## src/rtl/mac_pkg.sv

```systemverilog
// Shared types and widths for the MAC dot-product sequencer and its operand FIFO.
package mac_pkg;

    localparam int OPW  = 4;
    localparam int ACCW = 9;

    typedef enum logic [2:0] {
        IDLE  = 3'd0,
        CLEAR = 3'd1,
        FEED  = 3'd2,
        DRAIN = 3'd3,
        CAPT  = 3'd4,
        DONE  = 3'd5
    } seq_state_e;

    // An operand pair travels through the FIFO packed as {a, b}.
    function automatic logic [OPW-1:0] pair_a(input logic [2*OPW-1:0] p);
        return p[2*OPW-1:OPW];
    endfunction

    function automatic logic [OPW-1:0] pair_b(input logic [2*OPW-1:0] p);
        return p[OPW-1:0];
    endfunction

endpackage

```

## src/rtl/mac_operand_fifo.sv

```systemverilog
// DEPTH-entry synchronous FIFO for packed operand pairs; head is visible on rdata
// while not empty. A write while full is taken only when a read frees the slot.
module mac_operand_fifo #(
    parameter int WIDTH = 8,
    parameter int DEPTH = 4
) (
    input  logic             clk,
    input  logic             rst,
    input  logic             push,
    input  logic [WIDTH-1:0] wdata,
    input  logic             pop,
    output logic [WIDTH-1:0] rdata,
    output logic             full,
    output logic             empty
);

    localparam int AW = $clog2(DEPTH);

    logic [AW:0]      wr_ptr_q, wr_ptr_d;
    logic [AW:0]      rd_ptr_q, rd_ptr_d;
    logic [WIDTH-1:0] mem_q [DEPTH];
    logic             wr_en;
    logic             rd_en;

    // Pointers carry one extra wrap bit so full and empty are distinguishable.
    assign empty = (wr_ptr_q == rd_ptr_q);
    assign full  = (wr_ptr_q[AW] != rd_ptr_q[AW]) &&
                   (wr_ptr_q[AW-1:0] == rd_ptr_q[AW-1:0]);
    assign rdata = mem_q[rd_ptr_q[AW-1:0]];

    assign rd_en = pop && !empty;
    assign wr_en = push && (!full || rd_en);

    always_comb begin
        wr_ptr_d = wr_ptr_q;
        rd_ptr_d = rd_ptr_q;
        if (wr_en) wr_ptr_d = wr_ptr_q + 1'b1;
        if (rd_en) rd_ptr_d = rd_ptr_q + 1'b1;
    end

    always_ff @(posedge clk or posedge rst) begin
        if (rst) begin
            wr_ptr_q <= '0;
            rd_ptr_q <= '0;
        end else begin
            wr_ptr_q <= wr_ptr_d;
            rd_ptr_q <= rd_ptr_d;
        end
    end

    always_ff @(posedge clk) begin
        if (wr_en) mem_q[wr_ptr_q[AW-1:0]] <= wdata;
    end

endmodule

```

## src/rtl/mac_dot_sequencer.sv

```systemverilog
// Feeds LEN buffered operand pairs into an external 4-bit MAC and returns the 9-bit sum.
// Optional MAC_DOT_SEQ_OVF_EN adds res_ovf, flagging sums that wrapped past 511.
module mac_dot_sequencer
    import mac_pkg::*;
#(
    parameter int LEN   = 4,
    parameter int DEPTH = 4
) (
    input  logic            clk,
    input  logic            rst,
    input  logic            in_valid,
    output logic            in_ready,
    input  logic [OPW-1:0]  in_a,
    input  logic [OPW-1:0]  in_b,
    output logic [OPW-1:0]  mac_i,
    output logic [OPW-1:0]  mac_j,
    output logic            mac_clr,
    input  logic [ACCW-1:0] mac_f,
    output logic            res_valid,
    input  logic            res_ready,
    output logic [ACCW-1:0] res_data,
`ifdef MAC_DOT_SEQ_OVF_EN
    output logic            res_ovf,
`endif
    output logic            busy
);

    localparam int CNTW = (LEN > 1) ? $clog2(LEN) : 1;

    // Handshakes: a transfer happens on a rising edge where valid and ready are both 1;
    // valid never depends on ready, and res_data holds steady while res_valid is 1.

    seq_state_e       state_q, state_d;
    logic [CNTW-1:0]  count_q, count_d;
    logic [OPW-1:0]   mac_i_q, mac_i_d;
    logic [OPW-1:0]   mac_j_q, mac_j_d;
    logic             mac_clr_q, mac_clr_d;
    logic             res_valid_q, res_valid_d;
    logic [ACCW-1:0]  res_data_q, res_data_d;

    logic             fifo_full;
    logic             fifo_empty;
    logic             fifo_push;
    logic             fifo_pop;
    logic [2*OPW-1:0] fifo_head;

    assign in_ready  = !fifo_full;
    assign fifo_push = in_valid && in_ready;
    assign fifo_pop  = (state_q == FEED) && !fifo_empty;

    mac_operand_fifo #(
        .WIDTH (2*OPW),
        .DEPTH (DEPTH)
    ) u_fifo (
        .clk   (clk),
        .rst   (rst),
        .push  (fifo_push),
        .wdata ({in_a, in_b}),
        .pop   (fifo_pop),
        .rdata (fifo_head),
        .full  (fifo_full),
        .empty (fifo_empty)
    );

    always_comb begin
        state_d     = state_q;
        count_d     = count_q;
        mac_i_d     = '0;
        mac_j_d     = '0;
        mac_clr_d   = 1'b0;
        res_valid_d = res_valid_q;
        res_data_d  = res_data_q;
        case (state_q)
            IDLE: begin
                if (!fifo_empty) begin
                    state_d   = CLEAR;
                    mac_clr_d = 1'b1;
                end
            end
            CLEAR: begin
                count_d = '0;
                state_d = FEED;
            end
            FEED: begin
                // An empty FIFO is a bubble: operands stay 0 so the MAC holds.
                if (fifo_pop) begin
                    mac_i_d = pair_a(fifo_head);
                    mac_j_d = pair_b(fifo_head);
                    count_d = count_q + CNTW'(1);
                    if (count_q == CNTW'(LEN - 1)) state_d = DRAIN;
                end
            end
            DRAIN: state_d = CAPT;
            CAPT: begin
                res_data_d  = mac_f;
                res_valid_d = 1'b1;
                state_d     = DONE;
            end
            DONE: begin
                if (res_ready) begin
                    res_valid_d = 1'b0;
                    state_d     = IDLE;
                end
            end
            default: state_d = IDLE;
        endcase
    end

    always_ff @(posedge clk or posedge rst) begin
        if (rst) begin
            state_q     <= IDLE;
            count_q     <= '0;
            mac_i_q     <= '0;
            mac_j_q     <= '0;
            mac_clr_q   <= 1'b0;
            res_valid_q <= 1'b0;
            res_data_q  <= '0;
        end else begin
            state_q     <= state_d;
            count_q     <= count_d;
            mac_i_q     <= mac_i_d;
            mac_j_q     <= mac_j_d;
            mac_clr_q   <= mac_clr_d;
            res_valid_q <= res_valid_d;
            res_data_q  <= res_data_d;
        end
    end

    assign mac_i     = mac_i_q;
    assign mac_j     = mac_j_q;
    assign mac_clr   = mac_clr_q;
    assign res_valid = res_valid_q;
    assign res_data  = res_data_q;
    assign busy      = (state_q != IDLE);

`ifdef MAC_DOT_SEQ_OVF_EN
    localparam int SHW = ACCW + $clog2(LEN);

    logic [SHW-1:0]   shadow_q, shadow_d;
    logic             res_ovf_q, res_ovf_d;
    logic [2*OPW-1:0] pop_prod;

    // Full-width product of the popped pair, summed without wrap.
    assign pop_prod = pair_a(fifo_head) * pair_b(fifo_head);

    always_comb begin
        shadow_d  = shadow_q;
        res_ovf_d = res_ovf_q;
        if (state_q == CLEAR) shadow_d = '0;
        if (fifo_pop) shadow_d = shadow_q + SHW'(pop_prod);
        if (state_q == CAPT) res_ovf_d = (shadow_q > SHW'((1 << ACCW) - 1));
        if ((state_q == DONE) && res_ready) res_ovf_d = 1'b0;
    end

    always_ff @(posedge clk or posedge rst) begin
        if (rst) begin
            shadow_q  <= '0;
            res_ovf_q <= 1'b0;
        end else begin
            shadow_q  <= shadow_d;
            res_ovf_q <= res_ovf_d;
        end
    end

    assign res_ovf = res_ovf_q;
`endif

endmodule

```

## config.mk

```make
export PLATFORM = sky130hd
export DESIGN_NAME = mac_dot_sequencer
export DESIGN_NICKNAME = d
export VERILOG_FILES = /design/src/rtl/mac_pkg.sv /design/src/rtl/mac_operand_fifo.sv /design/src/rtl/mac_dot_sequencer.sv
export SDC_FILE = /design/constraint.sdc
export NUM_CORES = 1
export LEC_CHECK = 0
export BUFFER_PORTS_ARGS = -buffer_cell sky130_fd_sc_hd__buf_2
export CELL_PAD_IN_SITES_DETAIL_PLACEMENT = 0
export CELL_PAD_IN_SITES_GLOBAL_PLACEMENT = 1
export CORE_UTILIZATION = 47
export DETAILED_ROUTE_END_ITERATION = 10
export PLACE_DENSITY = 0.78
export SYNTH_ARGS = -nofsm -noshare
export SYNTH_HDL_FRONTEND = slang
export SYNTH_SLANG_ARGS = --single-unit
export TNS_END_PERCENT = 5
```

## constraint.sdc

```tcl
create_clock -name clk -period 2 [get_ports clk]
set_input_delay 0 -clock clk [delete_from_list [all_inputs] [get_ports clk]]
set_output_delay 0 -clock clk [all_outputs]
set_load 0.03 [all_outputs]
```

==> flow_metrics.tcl <==
set metrics [dict create \
    end_kind "register" \
    yosysSeqAreaShare_pct 64.99 \
    start_util_pct 50.29 \
    cp_num_buf_inv 0 \
    clock_skew_ns 0.008485 \
    clkLatencyLatePin_ns 0.33 \
    seq_area_sq_um 1712 \
    hold_path_class "input pin to register" \
    yosysWarnings 0 \
    syn_inst 149 \
    required_ns 1.99 \
    fin_crit_sh_pct 89.08 \
    critical_path_class "register to register" \
    cap_violations 0 \
    cts_buffers 9 \
    rows 26 \
    synth.area.mux_share_pct 12.97 \
    cp_max_fo 10 \
    worstMarginPinSlew_ns 0.4982 \
    synthXorXnorAreaFrac_pct 4.703 \
    p_leak_nw 1.426 \
    max_stage_delay_ns 0.52 \
    max-slew-margin-rel_pct 66.78 \
    synth_area_leader_cell "edfxtp_1" \
    yosysTopAreaCellShare_pct 36.48 \
    cts-root-buf "clkbuf_8" \
    synthSimpleGateAreaFrac_pct 7.791 \
    dpl-instance-area_sq_um 2919 \
    synthAdderAreaFrac_pct 2.850 \
    multi_input_area_sq_um 865.8 \
    netlist_area_sq_um 2634 \
    grt_overflow 0 \
    drtIter0Drc 36 \
    power.total_mw 5.308 \
    cts_htree_levels 3 \
    drive_gt1_share_pct 37.50 \
    synth_top_family_by_area "multiplexers" \
    fp.coreArea_sq_um 5238 \
    synthArstFlopShare_pct 48.39 \
    cts_max_path_buffers 2 \
    cp_slowest_cell "dfrtp_1" \
    wl_per_cell_um 15.84 \
    antenna_found_initial 0 \
    synth_fp_nets 176 \
    critPathTopFamily "flip-flops" \
    die-height_um 76.86 \
    layout-area-overhead-vs-synth_pct 25.84 \
    p_per_area_nw_per_um2 1602 \
    cts.sinks 62 \
    status "finished, final reports clean" \
    grt_pass1_vias 1563 \
    final_cell_mix "buf_2, edfxtp_1, dfrtp_1" \
    path_clk_slew_ns 0.06 \
    final.setup.tns_ns 0 \
    maxSlewViolCount 0 \
    die_width_um 76.86 \
    avgSynthCellArea_sq_um 17.68 \
    setup_viol 0 \
    cts_tree "done" \
    gp_congestion 0.8131 \
    port_buffers 41 \
    die_area_sq_um 5907 \
    drc_errors 0 \
    hold_violations 0 \
    synth_compound_area_share_pct 4.561 \
    vias_per_cell 5.051 \
    grtUsageTotal_pct 18.13 \
    synth-seq-cells 62 \
    ios 42 \
    grt_max_degree 31 \
    post-route-min-period_ns 1.782 \
    postRouteAntennaNets 0 \
    grt_pass1_wl_um 7803 \
    finalWirelength_um 4656 \
    synth_area_leaders "edfxtp_1, dfrtp_1, mux4_1" \
    post_cts_buffers 0 \
    final_cell_area_sq_um 3314 \
    dp_hpwl_um 3195 \
    cp-start-kind "register" \
    fillers 398 \
    synth_flop_cell "edfxtp_1" \
    synth_edf_count 32 \
    fin_nets 246 \
    rsz0062_at_grt "no" \
    max_freq_mhz 561.3 \
    cp.arrival_ns 1.78 \
    peakVddDrop_mv 0.7249 \
    yosysUniqueCellTypes 37 \
    final_common_cell "buf_2" \
    antenna_cells 0 \
    firstDrtPassIters 4 \
    worstPathCellList "xor2_4, o31a_4, and2_1" \
    vias 1485 \
]
==> final timing paths <==
kind / from / endpoint / slack [ns] / cells past startpoint
max: u_fifo.wr_ptr_q[1] / u_fifo.mem_q[0][0] / 0.22 / 3
max reg2reg: u_fifo.wr_ptr_q[1] / u_fifo.mem_q[0][0] / 0.22 / 3
min reg2reg: res_valid / res_valid / 0.49 / 1
min in group asynchronous: rst / mac_j[2] / 0.31 / 4
max in group asynchronous: rst / res_data[0] / 1.41 / 4
min: in_valid / u_fifo.wr_ptr_q[2] / 0.03 / 3
==> stage by stage <==
stage | hold WS [ns] | worst slack [ns] | std cells | utilization [%]
floorplan | 0.09081 | 0.3625 | 149 | -
global placement | 0.09508 | 0.3077 | 259 | 55.73
detailed placement | 0.1019 | 0.2045 | 259 | 55.73
CTS | 0.01880 | 0.1843 | 294 | 63.28
global route | 0.02959 | 0.09521 | 294 | 63.28
finish | 0.02817 | 0.2184 | 294 | 63.28
==> repair_timing <==
item                                   CTS  global route
resized for setup                        0             0
hold buffers                            19             0
endpoints found under the hold margin   73             0
==> sequential cells by signal, summed over array words and instances (netlist names) <==
name	count
u_fifo.mem_q	32
res_data	9
mac_i	4
mac_j	4
state_q	3
u_fifo.rd_ptr_q	3
u_fifo.wr_ptr_q	3
count_q	2
mac_clr	1
res_valid	1
==> cell type report <==
class,count,area share [%]
multi-input cells,77,26.12
inverters,5,0.5663
clock buffers,11,3.964
flip-flops and latches,62,51.64
well taps,70,2.643
clock inverters,5,2.227
repair buffers,64,12.84
==> logic make-up (layout without fill, tap and decap cells) <==
family / count (synthesis) / count (layout)
DFF: 62 / 62
and+or+nand+nor: 31 / 31
muxes: 19 / 19
AOI/OAI and AO/OA: 12 / 12
buffers and inverters: 10 / 85
xor gates and xnor gates: 9 / 9
adders and majority gates: 6 / 6
==> synth_stat cells, types with 2 or more instances <==
library cell and n:
and2_1 5, mux2_2 9, xnor2_1 6, dfrtp_1 30
edfxtp_1 32, nor2_1 3, buf_6 2, o31ai_1 2
nand2_1 5, mux2_4 2, inv_1 5, ha_1 6
buf_2 3, mux4_1 8, and2b_2 8, xor2_4 2
==> tightest hold or removal path, cell delays in order <==
cell	delay [ns]
buf_2	0.11
o311ai_1	0.12
xnor2_1	0.08
==> per-layer routing <==
layer,up-vias,track usage [%],part of all wire [%]
li1,697,-,-
met1,736,24.06,46
met2,43,27.32,48
met3,9,5.476,4.7
met4,0,8.654,1.9
met5,-,0,0
==> power by group <==
group	switching, mW	internal, mW
Sequential	0.286	1.79
Combinational	1.21	0.883
Clock	0.446	0.694
Note: power is estimated with default switching activity, not from simulation.
